==> config.mk <==
export PLATFORM = sky130hd
export DESIGN_NAME = acc_cpu
export DESIGN_NICKNAME = d
export VERILOG_FILES = /design/src/rtl/acc_cpu_pkg.sv /design/src/rtl/acc_cpu_imem.sv /design/src/rtl/acc_cpu.sv
export SDC_FILE = /design/constraint.sdc
export NUM_CORES = 1
export LEC_CHECK = 0
export BUFFER_PORTS_ARGS = -buffer_cell sky130_fd_sc_hd__clkbuf_2
export CAP_MARGIN = 30
export CORE_ASPECT_RATIO = 0.75
export CORE_MARGIN = 3
export CORE_UTILIZATION = 45
export DETAILED_ROUTE_END_ITERATION = 12
export GPL_TIMING_DRIVEN = 0
export PLACE_DENSITY = 0.66
export SLEW_MARGIN = 20
export SYNTH_ARGS = -nofsm -noshare
export SYNTH_HDL_FRONTEND = slang
export SYNTH_SLANG_ARGS = --single-unit
==> constraint.sdc <==
create_clock -name clk -period 2.25 [get_ports clk]
set_clock_uncertainty 0.05 [all_clocks]
set_input_delay 0.1125 -clock clk [delete_from_list [all_inputs] [get_ports clk]]
set_output_delay 0.1125 -clock clk [all_outputs]
set_load 0.01 [all_outputs]
==> src/rtl/acc_cpu_pkg.sv <==
// Shared types for the accumulator CPU: opcodes, FSM states and the
// instruction-width derivation.
package acc_cpu_pkg;

    localparam int OPCODE_W = 3;

    typedef enum logic [2:0] {
        OP_NOP  = 3'b000,
        OP_LOAD = 3'b001,
        OP_ADD  = 3'b010,
        OP_SUB  = 3'b011,
        OP_JMP  = 3'b100,
        OP_JZ   = 3'b101,
        OP_OUT  = 3'b110,
        OP_HALT = 3'b111
    } opcode_e;

    typedef enum logic [1:0] {
        S_IDLE  = 2'b00,
        S_FETCH = 2'b01,
        S_EXEC  = 2'b10,
        S_HALT  = 2'b11
    } state_e;

    function automatic int instr_width(input int data_w);
        return OPCODE_W + data_w;
    endfunction

endpackage

==> src/rtl/acc_cpu_imem.sv <==
// Program memory: one synchronous write port, one asynchronous read port.
// Deliberately unreset so a loaded program survives reset.
module acc_cpu_imem
    import acc_cpu_pkg::*;
#(
    parameter int DATA_W = 8,
    parameter int ADDR_W = 4
) (
    input  logic                             clk,
    input  logic                             we,
    input  logic [ADDR_W-1:0]                wr_addr,
    input  logic [instr_width(DATA_W)-1:0]   wr_data,
    input  logic [ADDR_W-1:0]                rd_addr,
    output logic [instr_width(DATA_W)-1:0]   rd_data
);

    localparam int INSTR_W = instr_width(DATA_W);
    localparam int DEPTH   = 1 << ADDR_W;

    logic [INSTR_W-1:0] mem [0:DEPTH-1];

    always_ff @(posedge clk) begin
        if (we) begin
            mem[wr_addr] <= wr_data;
        end
    end

    assign rd_data = mem[rd_addr];

endmodule

==> src/rtl/acc_cpu.sv <==
// Two-cycle-per-instruction accumulator CPU (FETCH/EXEC) with a
// ready/valid OUT port and a loadable program memory.
module acc_cpu
    import acc_cpu_pkg::*;
#(
    parameter int DATA_W = 8,
    parameter int ADDR_W = 4
) (
    input  logic                             clk,
    input  logic                             reset_n,
    input  logic                             start,
    input  logic                             prog_we,
    input  logic [ADDR_W-1:0]                prog_addr,
    input  logic [instr_width(DATA_W)-1:0]   prog_data,
    input  logic                             out_ready,
    output logic [DATA_W-1:0]                out_data,
    output logic                             out_valid,
    output logic [DATA_W-1:0]                acc,
    output logic [ADDR_W-1:0]                pc,
    output logic                             zero,
    output logic                             carry,
    output logic                             busy,
    output logic                             halted
);

    localparam int INSTR_W = instr_width(DATA_W);

    // Reset asserts asynchronously but releases only after two clock edges.
    logic [1:0] rst_sync;
    logic       rst_int_n;

    always_ff @(posedge clk or negedge reset_n) begin
        if (!reset_n) begin
            rst_sync <= 2'b00;
        end else begin
            rst_sync <= {rst_sync[0], 1'b1};
        end
    end

    assign rst_int_n = rst_sync[1];

    state_e              state, state_nxt;
    logic [INSTR_W-1:0]  ir, ir_nxt;
    logic [INSTR_W-1:0]  mem_rd;
    logic [DATA_W-1:0]   acc_nxt, out_hold, out_hold_nxt;
    logic [ADDR_W-1:0]   pc_nxt, pc_inc;
    logic                zero_nxt, carry_nxt;
    logic                mem_we;
    opcode_e             op;
    logic [DATA_W-1:0]   imm;
    logic [DATA_W:0]     sum, diff;

    assign op     = opcode_e'(ir[INSTR_W-1 -: OPCODE_W]);
    assign imm    = ir[DATA_W-1:0];
    assign sum    = {1'b0, acc} + {1'b0, imm};
    assign diff   = {1'b0, acc} - {1'b0, imm};
    assign pc_inc = pc + 1'b1;
    assign mem_we = prog_we && (state == S_IDLE || state == S_HALT);

    acc_cpu_imem #(
        .DATA_W (DATA_W),
        .ADDR_W (ADDR_W)
    ) u_imem (
        .clk     (clk),
        .we      (mem_we),
        .wr_addr (prog_addr),
        .wr_data (prog_data),
        .rd_addr (pc),
        .rd_data (mem_rd)
    );

    always_ff @(posedge clk or negedge rst_int_n) begin
        if (!rst_int_n) begin
            state    <= S_IDLE;
            ir       <= '0;
            acc      <= '0;
            pc       <= '0;
            zero     <= 1'b0;
            carry    <= 1'b0;
            out_hold <= '0;
        end else begin
            state    <= state_nxt;
            ir       <= ir_nxt;
            acc      <= acc_nxt;
            pc       <= pc_nxt;
            zero     <= zero_nxt;
            carry    <= carry_nxt;
            out_hold <= out_hold_nxt;
        end
    end

    always_comb begin
        state_nxt    = state;
        ir_nxt       = ir;
        acc_nxt      = acc;
        pc_nxt       = pc;
        zero_nxt     = zero;
        carry_nxt    = carry;
        out_hold_nxt = out_hold;
        case (state)
            S_IDLE, S_HALT: begin
                if (start) begin
                    state_nxt = S_FETCH;
                    pc_nxt    = '0;
                    acc_nxt   = '0;
                    zero_nxt  = 1'b0;
                    carry_nxt = 1'b0;
                end
            end
            S_FETCH: begin
                ir_nxt    = mem_rd;
                state_nxt = S_EXEC;
            end
            S_EXEC: begin
                state_nxt = S_FETCH;
                pc_nxt    = pc_inc;
                case (op)
                    OP_LOAD: begin
                        acc_nxt  = imm;
                        zero_nxt = (imm == '0);
                    end
                    OP_ADD: begin
                        acc_nxt   = sum[DATA_W-1:0];
                        zero_nxt  = (sum[DATA_W-1:0] == '0);
                        carry_nxt = sum[DATA_W];
                    end
                    OP_SUB: begin
                        // The extra top bit of the widened difference is the borrow.
                        acc_nxt   = diff[DATA_W-1:0];
                        zero_nxt  = (diff[DATA_W-1:0] == '0);
                        carry_nxt = diff[DATA_W];
                    end
                    OP_JMP: begin
                        pc_nxt = imm[ADDR_W-1:0];
                    end
                    OP_JZ: begin
                        if (zero) begin
                            pc_nxt = imm[ADDR_W-1:0];
                        end
                    end
                    OP_OUT: begin
                        if (out_ready) begin
                            out_hold_nxt = acc;
                        end else begin
                            state_nxt = S_EXEC;
                            pc_nxt    = pc;
                        end
                    end
                    OP_HALT: begin
                        state_nxt = S_HALT;
                        pc_nxt    = pc;
                    end
                    default: begin
                    end
                endcase
            end
            default: begin
                state_nxt = S_IDLE;
            end
        endcase
    end

    assign busy      = (state == S_FETCH) || (state == S_EXEC);
    assign halted    = (state == S_HALT);
    assign out_valid = (state == S_EXEC) && (op == OP_OUT);
    assign out_data  = out_valid ? acc : out_hold;

endmodule

### Word level (Yosys, flattened, before mapping)

Memories as Yosys holds them, arrays and structs flattened. A register that Yosys moved wholly into a read port is not among the register bits.
Index checks and enable logic that the tools add are counted.

* add/sub/neg operators: 3
* eq/ne operators: 15
* mux-type cells: 20
* reduce and logical (&&, ||, !) cells: 15

Operators by type and width (count)
* $logic_not 8->1: 3
* $pmux 8 s3: 1
* $mux 8: 2
* $pmux 4 s4: 1
* $pmux 8 s2: 1
* $eq 3x3->1 const B: 4
* $mux 4: 3
* $add 8x8->9: 1
* $reduce_and 3->1: 3
* $sub 8x8->9: 1
* $pmux 4 s2: 1
* $eq 3x2->1 const B: 2
* $pmux 1 s2: 3
* $pmux 2 s3: 1
* $add 4x1->4 const B: 1
* $eq 2x2->1 const B: 2
* $mux 2: 2
* $ne 2x2->1 const B: 2
* $ne 4x1->1 const B: 1
* $pmux 2 s2: 1
* $reduce_and 4->1: 1
* $eq 3x1->1 const B: 1
* $mux 1: 3
* $ne 3x1->1 const B: 1
* 9 further kinds: 11

* bits in registers: 26
* RAM bits: 176
* bits of input ports: 20
* output and inout port bits: 25
* logic and storage cells: 61
* memories: 1

Memories
* u_imem.mem: depth 16, bits a word 11, read ports 1, clocked after Yosys merged registers in 1, write ports 1, line acc_cpu_imem.sv:20 `logic [INSTR_W-1:0] mem [0:DEPTH-1];`

### Logic depth before layout (Yosys ltp)

Gate-level depths: netlist of the first run.

* depth after elaboration: 5
* mapped depth: 10
* gate-level depth less buffers: 10

### Cells and area by module

From an unflattened synthesis of the first run, not the netlist that was laid out.

* cells, all modules: 606
* area total of the unflattened synthesis: 9486.6 um2

Modules (own cells, without submodules)
* acc_cpu_imem: times used 1, cells an instance 294, area each 6777.8 um2, seq. area each 5285.1 um2
* acc_cpu: times used 1, cells an instance 312, area each 2708.8 um2, seq. area each 925.9 um2

### Least setup slack after synthesis of the first run

Ideal clock, no wire load.

* path type: reg-to-reg
* start point: register acc[0]
* end point: register zero
* setup time: 0.066 ns
* arrival: 2.387 ns
* required time: 2.134 ns
* path slack: -0.253 ns
* stages on the path, launching flop included: 11
* buffers on the path: 0
* period minus slack after synthesis: 2.503 ns
* path through: dfrtp_1 -> inv_1 -> ha_1 -> inv_1 -> fa_1 -> a211oi_2 -> nor3_1 -> or4_1 -> o311a_1 -> o41ai_1 -> a31o_1

* cells in the longest elaborated chain, start to end: 4
* elaborated cells on any way between the ends: 6
* classes of those cells: add/sub (2); mux (2); reduce/logical (2)

RTL lines
* start: declaration: line acc_cpu.sv:18 `output logic [DATA_W-1:0] acc,`
* start signal: assignment: line acc_cpu.sv:84 `acc <= acc_nxt;`
* $sub 8x8->9 / $add 8x8->9 (equally long branches): line acc_cpu.sv:56, acc_cpu.sv:55
* $logic_not 8->1 (on tied branches): line acc_cpu.sv:130, acc_cpu.sv:124
* $pmux 1 s3 *: line acc_cpu.sv:117 `case (op)`
* $pmux 1 s2 *: line acc_cpu.sv:100 `case (state)`
* end signal: assignment: line acc_cpu.sv:86 `zero <= zero_nxt;`
* end: declaration: line acc_cpu.sv:20 `output logic zero,`

Every way passes the cells marked *; elsewhere a longest branch is shown, timed or not.
A chain may end at the register's enable or synchronous reset.

### Worst setup path after layout of the first run

Same ends and word-level chain as after synthesis.

==> results.toml, run 1 <==
[sta]
setup_viol = 5
hold_viol_final = 0
rsz0062_at_grt = "yes"
slew_headroom = 0.520
finalWorstPathRequiredPeriod_ns = 2.44
whs_ns = 0.0229
drv_slew = 0
tightestPinTransition_ns = 0.720
fin_ws_ns = -0.192
timing.final.crit_share = 1.09
timing.fmax_ghz = 0.410

[pwr]
finalPower_mw = 12.4
power_density_nw_per_um2 = 1080
p_sw_mw = 4.08
p_int_mw = 8.28
p_comb_frac = 0.322
ir_drop_v = 0.000560
clockPowerShare = 0.286
leakage_nw = 4.02
seqPwrFrac = 0.392
p_sw_frac = 0.330

[placed_design]
numPortBuffers = 44
placed_cell_area_um2 = 10100
dp.cells = 966
dpl.hpwl_um = 16000
pre_cts_slack_ns = -0.453
place_congestion = 0.901

[critical_path]
criticalPathCategory = "flop to flop"
cp-start-kind = "flop"
arrival_ns = 2.82
critPathMaxFanout = 3
cp.required_ns = 2.63
end_kind = "flop"

[layout]
final_cell_area_um2 = 11400
multi_input_area_um2 = 3310
seq_area_um2 = 6220
fillers = 1630
final_cell_count_no_fill = 1022
final_nets = 768
drive_gt1_frac = 0.315
diodes = 0
areaGrowthSynthToFinish_pct = 21.4

[floorplanning]
dieArea_um2 = 22700
boundaryPins = 45
chipWidth_um = 173
core_um2 = 20400
row_count = 45
start_util = 0.461
die_height_um = 131

[run]
max-cap-violations = 0

[cts]
clockRootBuffer = "clkbuf_16"
cts_made_buffers = 22
htree_num_levels = 1
cts_buffer_depth = 3
cts_num_sinks = 213
cts_tree = "built"
cts.clk_slew.worst_paths_ns = 0.06
insertion_delay_ns = 0.49

[routing]
post_drt_via_cell_ratio = 5.80
drt-pass1-iter-count = 6
dr_wl_met3_um = 1940
route.met2.wl_um = 10200
drt-initial-drc-count = 748
final_antenna_net_count = 0
drc = 0
wl_per_cell_um = 22.4
top_layer_used = "met4"
drt-met1-wl_um = 10300
num_vias = 5923
wl_um = 22900

[synthesis]
syn_inst = 626
netlist_area_um2 = 9390
ys_warn_count = 0
ys_seq_elements = 213
synth_area_per_cell_um2 = 15.0
ys_seq_area_frac = 0.661
synthDistinctLibCells = 60
synth_fp_nets = 670
synth_edf_count = 176
ys.flop_type = "edfxtp_1"
async_flop_share = 0.174

[global_routing]
grt_max_degree = 33
grt_pass1_wl_um = 35000
grt_overflow = 0
grtUsageTotal = 0.199
grt_pass1_vias = 5792
antenna_found_initial = 0

[run_status]
status = "complete, but fails checks"
violations = "negative setup slack"

[hold_path]
hold_class = "flop to asynchronous set/reset pin"
[power by group through the flow]
stage | sequential [mW] | clock [mW] | combinational [mW]
2_1_floorplan | 4.83 | 0 | 2.36
3_3_place_gp | 4.91 | 0 | 3.22
3_5_place_dp | 4.92 | 0 | 3.34
4_1_cts | 4.82 | 3.59 | 3.60
5_1_grt | 4.87 | 3.78 | 4.31
6_report | 4.84 | 3.54 | 3.98
[layout by cell type, fill, tap and decap left out, types with 4 or more instances in the layout]
cell,Yosys,routed
a21oi_1,22,16
a21oi_2,0,6
buf_2,7,6
buf_4,3,19
buf_6,1,11
buf_8,0,4
clkbuf_1,18,15
clkbuf_16,0,23
clkbuf_2,0,46
clkinv_1,1,4
dfrtp_1,37,32
dfrtp_2,0,5
dlygate4sd3_1,0,5
edfxtp_1,176,176
ha_1,22,19
inv_1,22,20
mux2_2,12,12
mux2i_1,23,20
mux4_2,33,33
nand2_1,50,50
nand2b_1,10,9
nor2_1,40,27
nor2_2,0,6
nor2_4,0,7
nor3_1,11,4
nor3_2,0,5
o211ai_1,4,4
o21a_1,4,4
o21ai_0,36,31
o21ai_1,1,6
o221ai_2,0,6
o22ai_1,11,8
or4_1,4,4
xnor2_1,7,7
[repair_timing]
action | in CTS | in global routing
gates resized for setup | 50 | 66
hold endpoints to repair | 8 | 0
pin swaps | 5 | 13
setup endpoints to repair | 139 | 63
hold buffers | 5 | 0
buffers inserted | 7 | 6
[cell families (layout without fill, tap and decap cells)]
logic type / count (synthesis) / after routing / synth area share
simple gates: 136 / 136 / 0.0673
flops: 213 / 213 / 0.661
xor+xnor: 8 / 8 / 0.00746
other cells: 1 / 1 / 0.000399
fa+ha+maj: 24 / 24 / 0.0336
mux: 68 / 68 / 0.118
buf+inv: 52 / 166 / 0.0237
compound gates: 124 / 124 / 0.0882
[area by class of cell]
type / instances / area share
Timing Repair Buffer: 76 / 0.0463
Clock inverter: 9 / 0.00845
Clock buffer: 31 / 0.0531
Tap cell: 282 / 0.0309
Buffer: 27 / 0.0184
Sequential cell: 213 / 0.545
Multi-Input combinational cell: 361 / 0.290
Inverter: 23 / 0.00757
[flip-flops by register name (all words and copies together), names as in the netlist]
register	cells
u_imem.mem	176
ir	11
acc	8
out_hold	8
pc	4
rst_sync	2
state	2
carry	1
zero	1
[worst max-delay path, cell delays in order (launching register included)]
cell and delay, ns:
dfrtp_1 0.40, inv_2 0.09, ha_4 0.13, inv_2 0.03, fa_2 0.37, a211oi_2 0.26
nor3_2 0.09, or4_1 0.41, o311a_1 0.16, o41ai_2 0.24, a31o_1 0.15
[cells in the mapped netlist, drive strengths merged (7+ instances only)]
cell      n  share of area
buf      11         0.0073
nor2     40          0.016
a21oi    22          0.012
mux4     33          0.079
mux2     12          0.014
clkbuf   18         0.0072
xnor2     7         0.0065
mux2i    23          0.025
o221ai   10         0.0093
ha       22          0.029
edfxtp  176           0.56
dfrtp    37          0.099
nand2    50          0.020
inv      22         0.0088
nand2b   11         0.0076
nor3     11         0.0059
o22ai    11         0.0073
o21ai    37          0.020
[final timing paths]
path                              start               end  slack, ns  cells past startpoint
max                              acc[0]              zero      -0.19                     10
min                         rst_sync[1]       out_hold[2]       0.02                      0
max reg2reg                      acc[0]              zero      -0.19                     10
min reg2reg                 rst_sync[1]       out_hold[2]       0.02                      0
max in group asynchronous       reset_n       rst_sync[1]       1.57                      3
min in group clk           prog_data[7]  u_imem.mem[6][7]       0.02                      1
[layer usage]
metal / GRT usage / up-vias
met5: 0 / -
met4: 0.0432 / 0
met3: 0.0350 / 31
met2: 0.289 / 247
met1: 0.316 / 2994
li1: - / 2651
[metrics by stage]
stage,TNS (ns),utilization
after floorplan,-0.190,-
after global placement,-67.27,0.489
after detailed placement,-16.34,0.497
after CTS,-0.589,0.545
after global routing,-1.11,0.559
final,-0.603,0.559
Note: power is estimated with default switching activity, not from simulation.
==> inputs of run 2 (changes only) <==
CTS_BUF_LIST = sky130_fd_sc_hd__clkbuf_4 sky130_fd_sc_hd__clkbuf_8 sky130_fd_sc_hd__clkbuf_16   (was unset)
==> run 2 against run 1 <==
  * The flow still finishes with violations (negative setup slack)
  * Highest routed layer unchanged
  * Critical endpoint unchanged
  * Flip-flop and latch count unchanged
  * Largest cell class unchanged
  * Maximum frequency down 0.68%
  * Cell count about the same
  * Via count up 0.81%
  * Critical path depth unchanged
==> results.toml, run 2 (synthesis gave the netlist of run 1 again) <==
[run_status]
status = "complete, but fails checks"
violations = "negative setup slack"

[routing]
drt-initial-drc-count = 685
num_vias = 5971
post_drt_via_cell_ratio = 5.84
drt-pass1-iter-count = 5
wl_per_cell_um = 22.4
wl_um = 22900
drc = 0
final_antenna_net_count = 0

[cts]
htree_num_levels = 1
cts_tree = "built"
insertion_delay_ns = 0.49
cts.clk_slew.worst_paths_ns = 0.06
cts_buffer_depth = 3
cts_num_sinks = 213
cts_made_buffers = 22
clockRootBuffer = "clkbuf_16"

[critical_path]
arrival_ns = 2.84
end_kind = "flop"
path_common_cell = "inv_2"
cp.required_ns = 2.63
criticalPathCategory = "flop to flop"
ff2ff_path_depth = 10
critPathMaxFanout = 3
critPathLaunch = "acc[0]"
cp_cell_sequence = "inv_2, ha_4, inv_2, fa_2, a211oi_2, nor3_2, or4_1, o311a_1, o41ai_2, a31o_1"
timing.rr.start = "acc[0]"
slowest_delay_ns = 0.40
cp_slowest_cell = "dfrtp_1"
cp-start-kind = "flop"

[layout]
most-common-layout-cells = "176 x edfxtp_1, 50 x nand2_1, 46 x clkbuf_2"
areaGrowthSynthToFinish_pct = 21.0
drive_gt1_frac = 0.313
final_nets = 769
top_regs = "u_imem.mem x176, ir x11"
diodes = 0
layout_commonest_cell = "edfxtp_1"
largest_register = "u_imem.mem"
largest_reg_flops = 176
fin_util = 0.558

[placed_design]
place_congestion = 0.901
dpl.hpwl_um = 16000
numPortBuffers = 44

[global_routing]
grt_max_degree = 33
grt_overflow = 0
antenna_found_initial = 0
grt_pass1_vias = 5840
grtUsageTotal = 0.199
grt_pass1_wl_um = 35100

[pwr]
clockPowerShare = 0.293
p_sw_mw = 4.06
ir_drop_v = 0.000558
p_comb_frac = 0.318
p_sw_frac = 0.327
power_density_nw_per_um2 = 1090
seqPwrFrac = 0.389
leakage_nw = 4.04
p_int_mw = 8.36

[floorplanning]
start_util = 0.461
dieArea_um2 = 22700
row_count = 45
core_um2 = 20400
chipWidth_um = 173
boundaryPins = 45
die_height_um = 131

[sta]
slew_headroom = 0.519
tightestPinTransition_ns = 0.722
setup_viol = 5
timing.final.crit_share = 1.09
whs_ns = 0.0230
timing.fmax_ghz = 0.407
rsz0062_at_grt = "yes"
fin_ws_ns = -0.208
finalWorstPathRequiredPeriod_ns = 2.46
drv_slew = 0
hold_viol_final = 0

[run]
max-cap-violations = 0

[hold_path]
hold_class = "flop to asynchronous set/reset pin"
[run 2: changes by cell type in the layout (fill, tap and decap cells not counted), sizes merged]
cell | before | now
buf | 43 | 42
clkbuf | 86 | 88
[run 2: power groups by stage]
stage | combinational, mW | sequential, mW | clock (mW)
2_1_floorplan | 2.36 | 4.83 | 0
3_3_place_gp | 3.22 | 4.91 | 0
3_5_place_dp | 3.34 | 4.92 | 0
4_1_cts | 3.60 | 4.82 | 3.69
5_1_grt | 4.28 | 4.86 | 3.88
6_report | 3.95 | 4.84 | 3.63
[run 2: timing repair]
| action | CTS | global route |
|---|---|---|
| buffers inserted | 7 | 7 |
| endpoints found under the setup margin | 138 | 63 |
| endpoints found under the hold margin | 9 | 0 |
| hold buffers | 5 | 0 |
| resized for setup | 51 | 48 |
| pin swaps | 5 | 12 |
[run 2: per-stage QoR]
step	cell area [um^2]	setup slack (ns)	TNS [ns]	cells	power, mW
floorplan	9400	-0.190	-0.190	626	7.19
global placement	9970	-0.857	-67.27	952	8.13
detailed placement	10100	-0.453	-16.34	966	8.26
CTS	11100	-0.212	-0.589	1017	12.1
global route	11400	-0.274	-1.09	1023	13.0
finish	11400	-0.208	-0.613	1023	12.4
[run 2: area by class of cell]
cell class                      instances  area (um^2)
Timing Repair Buffer                   77          536
Clock inverter                          9         96.3
Multi-Input combinational cell        361         3240
Sequential cell                       213         6220
Tap cell                              282          353
Clock buffer                           31          636
Inverter                               23         86.3
Buffer                                 27          199
Fill cell                            1630         9020
[run 2: critical path, delay by kind of cell (launching register included)]
kind,cells,cell delay [ns]
adder cells (fa/ha/maj),2,0.50
AO/OA/AOI/OAI,4,0.83
AND/OR/NAND/NOR,2,0.50
flip-flops,1,0.40
buffers and inverters,2,0.12
[run 2: worst paths after layout]
| path | slack, ns | endpoint |
|---|---|---|
| max | -0.21 | zero |
| min in group clk | 0.03 | u_imem.mem[6][7] |
| max reg2reg | -0.21 | zero |
| min | 0.02 | out_hold[2] |
| max in group asynchronous | 1.57 | rst_sync[1] |
| min reg2reg | 0.02 | out_hold[2] |
[run 2: per-layer routing]
layer	part of all wire	GRT usage	up-vias
li1	-	-	2641
met2	0.44	0.290	252
met1	0.46	0.309	3044
met3	0.082	0.0445	34
met5	0	0	-
met4	0.020	0.0432	0
